File: src/rtl/port_alloc_rr_pkg.sv
// port_alloc_rr_pkg: shared port-count defaults, index width helper and port mask type
package port_alloc_rr_pkg;
  localparam int NUM_PORT_DEF = 5;
  localparam int LOCAL_PORT_DEF = 4;
  function automatic int idx_w(input int n);
    return (n > 1) ? $clog2(n) : 1;
  endfunction
  localparam int PORT_IDX_W = idx_w(NUM_PORT_DEF);
  typedef logic [NUM_PORT_DEF-1:0] port_mask_t;
endpackage

File: src/rtl/port_alloc_rr_rr_pick.sv
// port_alloc_rr_rr_pick: first set bit at or above ptr cyclically (mode=1) or highest set bit (mode=0)
module port_alloc_rr_rr_pick
  import port_alloc_rr_pkg::*;
#(
  parameter int N = NUM_PORT_DEF,
  localparam int IW = idx_w(N)
) (
  input  logic [N-1:0]  mask,
  input  logic [IW-1:0] ptr,
  input  logic          mode,
  output logic [N-1:0]  grant,
  output logic [IW-1:0] idx,
  output logic          any
);
  logic [IW-1:0] j;
  // descending offset scan so the smallest offset from ptr is written last; ascending index scan leaves the highest
  always_comb begin
    idx = '0;
    j = '0;
    for (int i = N - 1; i >= 0; i--) begin
      j = IW'((int'(ptr) + i) % N);
      if (mode && mask[j]) idx = j;
    end
    for (int i = 0; i < N; i++) if (!mode && mask[i]) idx = IW'(i);
    any = |mask;
    for (int i = 0; i < N; i++) grant[i] = any && idx == IW'(i);
  end
endmodule

File: src/rtl/port_alloc_rr.sv
// port_alloc_rr: registered single-flit port allocator with productive/deflection priority pickers
module port_alloc_rr
  import port_alloc_rr_pkg::*;
#(
  parameter int NUM_PORT = NUM_PORT_DEF,
  parameter int LOCAL_PORT = LOCAL_PORT_DEF,
  parameter int PRIO_MODE = 0,
  parameter int DEFLECT_LOCAL = 0,
  parameter int DEFL_CNT_W = 16
) (
  input  logic                  clk,
  input  logic                  reset,
  input  logic                  in_valid,
  input  logic [NUM_PORT-1:0]   req,
  input  logic [NUM_PORT-1:0]   avail,
  input  logic                  cnt_clr,
  output logic                  out_valid,
  output logic [NUM_PORT-1:0]   alloc,
  output logic [NUM_PORT-1:0]   remain,
  output logic                  deflected,
  output logic                  alloc_err,
  output logic [DEFL_CNT_W-1:0] defl_cnt
);
  localparam int IW = idx_w(NUM_PORT);
  localparam logic [IW-1:0] LAST = IW'(NUM_PORT - 1);
  logic [NUM_PORT-1:0] prod, cand, p_grant, d_grant, grant;
  logic [IW-1:0] prod_ptr, defl_ptr, p_idx, d_idx;
  logic p_any, d_any, need_defl, is_defl, is_err;
  port_alloc_rr_rr_pick #(.N(NUM_PORT)) u_prod (
    .mask(prod), .ptr(prod_ptr), .mode(PRIO_MODE != 0), .grant(p_grant), .idx(p_idx), .any(p_any)
  );
  port_alloc_rr_rr_pick #(.N(NUM_PORT)) u_defl (
    .mask(cand), .ptr(defl_ptr), .mode(PRIO_MODE != 0), .grant(d_grant), .idx(d_idx), .any(d_any)
  );
  // productive candidates only exist for a valid flit; the local port is a deflection target only when enabled
  always_comb begin
    prod = in_valid ? req & avail : '0;
    for (int i = 0; i < NUM_PORT; i++) cand[i] = avail[i] && (DEFLECT_LOCAL != 0 || i != LOCAL_PORT);
  end
  // productive grant wins; otherwise a requesting flit deflects or flags an error
  always_comb begin
    need_defl = in_valid && |req && !p_any;
    is_defl = need_defl && d_any;
    is_err = need_defl && !d_any;
    grant = p_any ? p_grant : is_defl ? d_grant : '0;
  end
  // output pipeline register, rotating pointers and saturating deflection counter
  always_ff @(posedge clk or posedge reset)
    if (reset) begin
      out_valid <= 1'b0;
      alloc <= '0;
      remain <= '0;
      deflected <= 1'b0;
      alloc_err <= 1'b0;
      prod_ptr <= '0;
      defl_ptr <= '0;
      defl_cnt <= '0;
    end else begin
      out_valid <= in_valid;
      alloc <= grant;
      remain <= avail & ~grant;
      deflected <= is_defl;
      alloc_err <= is_err;
      if (PRIO_MODE != 0 && p_any) prod_ptr <= p_idx == LAST ? '0 : p_idx + 1'b1;
      if (PRIO_MODE != 0 && is_defl) defl_ptr <= d_idx == LAST ? '0 : d_idx + 1'b1;
      defl_cnt <= cnt_clr ? '0 : (is_defl && !(&defl_cnt)) ? defl_cnt + 1'b1 : defl_cnt;
    end
endmodule

File: config.mk
export PLATFORM = sky130hd
export DESIGN_NAME = port_alloc_rr
export DESIGN_NICKNAME = d
export VERILOG_FILES = /design/src/rtl/port_alloc_rr_pkg.sv /design/src/rtl/port_alloc_rr_rr_pick.sv /design/src/rtl/port_alloc_rr.sv
export SDC_FILE = /design/constraint.sdc
export NUM_CORES = 1
export LEC_CHECK = 0
export CORE_MARGIN = 2
export CORE_UTILIZATION = 30
export CTS_CLUSTER_SIZE = 28
export DETAILED_ROUTE_END_ITERATION = 6
export PLACE_DENSITY = 0.54
export SLEW_MARGIN = 15
export SYNTH_ARGS = -nofsm -noshare
export SYNTH_HDL_FRONTEND = slang
export SYNTH_HIERARCHICAL = 1
export SYNTH_SLANG_ARGS = --single-unit
export TNS_END_PERCENT = 30
File: constraint.sdc
create_clock -name clk -period 1.8 [get_ports clk]
set_input_delay 0.36 -clock clk [delete_from_list [all_inputs] [get_ports clk]]
set_output_delay 0.36 -clock clk [all_outputs]
set_load 0.01 [all_outputs]
==> impl_metrics.tcl <==
set metrics [dict create \
    status "finished, violations left" \
    violations "negative setup slack" \
    p_seq_share_pct 20.7 \
    finalCritPeriodShare_pct 106 \
    avgSynthCellArea_um2 7.72 \
    cts.hold.buffers_added 0 \
    grt_max_degree 35 \
    rsz0062_at_grt "yes" \
    final_cell_mix "buf_4, conb_1, nor2_1" \
    worst_setup_path_end_kind "register" \
    grtUsageTotal_pct 16.5 \
    grt_use_met3_pct 1.35 \
    max_freq_mhz 526 \
    total_power_w 0.00341 \
    place.gp.congestion 0.885 \
    cp-start-kind "primary input" \
    timing.hold.ws_ps 303 \
    min_period_ps 1900 \
    clock_skew_ps 5.47 \
    design.core.area_um2 17900 \
    drt_iter0_drc 391 \
    overflow 0 \
    portBuffers 42 \
    dr.pass1.iters 4 \
    fp.dieH_um 139 \
    powerDensity_nw_per_um2 484 \
    cts_num_sinks 29 \
    layout-drive-gt1-share_pct 18.3 \
    setup_slack_ps -99.9 \
    internal_power_w 0.00205 \
    wl_per_cell_um 15.5 \
    syn2layout_area_growth_pct 28.9 \
    setup_violations 16 \
    final_hold_viol_count 0 \
    die_w_um 139 \
    switching_share_pct 40.0 \
    drc 0 \
    synth_cells 708 \
    cts_max_level 2 \
    worstPathRequired_ps 1960 \
    drt_wl_total_um 16300 \
    drv_cap 0 \
    num_vias 5813 \
    rows 49 \
    clockRootBuffer "clkbuf_16" \
    grt_pass1_vias 5488 \
    drv_slew 0 \
    path_max_fanout 11 \
    fin_area_um2 7050 \
    grt_antenna_before_repair 0 \
    crit_arrival_ps 2060 \
    cts_tree "done" \
    worstHoldPathType "primary input to register" \
    clockPowerShare_pct 23.2 \
    numCtsBuffers 5 \
    nets 875 \
    initial_utilization_pct 30.5 \
    placed_cell_area_um2 6520 \
    worstSetupPathType "primary input to register" \
    p_comb_share_pct 56.1 \
    power_switching_w 0.00136 \
    p_leak_nw 2.89 \
    grt.met1_usage_pct 24.2 \
    clk_pin_slew_ps 50 \
    use_met2_pct 27.1 \
    grt_first_pass_wirelength_um 27500 \
    ant_nets 0 \
    diodes 0 \
    viasPerCell 5.54 \
    dieArea_um2 19300 \
    netlist_area_um2 5470 \
    io_pins 43 \
    placedCellCount 1026 \
    irDropWorstVdd_v 0.000428 \
    clockBufferDepth 2 \
    tns_ps -840 \
    grt_busiest_layer "met2" \
    ys.warnings.count 18 \
    clk_latency_ps 280 \
    place.detailed.hpwl_um 11900 \
    final_common_cell "buf_4" \
    finalNonFillerCells 1050 \
]
-- power groups by stage --
stage                     clock network, W  registers (W)  logic (W)
after CTS                         0.000806       0.000704    0.00165
final                             0.000791       0.000704    0.00191
after floorplan                          0       0.000727    0.00132
after detailed placement                 0       0.000715    0.00155
after global routing              0.000833       0.000708    0.00212
after global placement                   0       0.000714    0.00154
-- sequential cells by signal (all words and copies together) (netlist names) --
signal	flops
defl_cnt	16
alloc	5
out_valid	1
deflected	1
remain	5
alloc_err	1
-- through the flow --
stage | worst slack [ps] | utilization, %
finish | -99.9 | 39.4
CTS | -133 | 38.7
global route | -173 | 39.4
floorplan | -247 | -
detailed placement | -804 | 36.4
global placement | -784 | 36.4
-- routing by layer --
layer | routed length (um) | share of wire, %
met1 | 8190 | 50
met2 | 7460 | 46
met3 | 525 | 3.2
met4 | 120 | 0.74
met5 | 0 | 0
-- worst paths after layout --
check                              from  slack [ps]      endpoint  cells past startpoint
setup / recovery               in_valid        -100   defl_cnt[5]                     12
hold / removal                 avail[4]         300     remain[4]                      3
setup reg to reg            defl_cnt[0]          70   defl_cnt[5]                      6
hold reg to reg            defl_cnt[14]         590  defl_cnt[14]                      1
max in group asynchronous         reset        1050     remain[2]                      3
min in group asynchronous         reset         470   defl_cnt[3]                      3
-- layout make-up --
class                   count  area [um^2]
clock buffers               5          125
clock inverters             3         17.5
fillers                  1900        10900
inverters                  50          195
multi-input cells         632         4740
flip-flops and latches     29          726
well taps                 229          287
repair buffers            102          955
-- timing repair --
| item | CTS | global route |
|---|---|---|
| endpoints found under the setup margin | 25 | 24 |
| cloned | 2 | 0 |
| buffers inserted | 12 | 3 |
| pin swaps | 26 | 20 |
| hold endpoints to repair | 0 | 0 |
| gates resized for setup | 84 | 23 |
-- critical path, stage by stage --
cell and delay [ps]:
buf_12 110, and3_4 180, nor3_4 200, nand2_2 100, nor2b_4 160, o211ai_4 120, buf_4 150, buf_4 140
buf_16 140, buf_4 140, o31ai_2 160, a21oi_1 90
(Power assumes the default switching activity.)
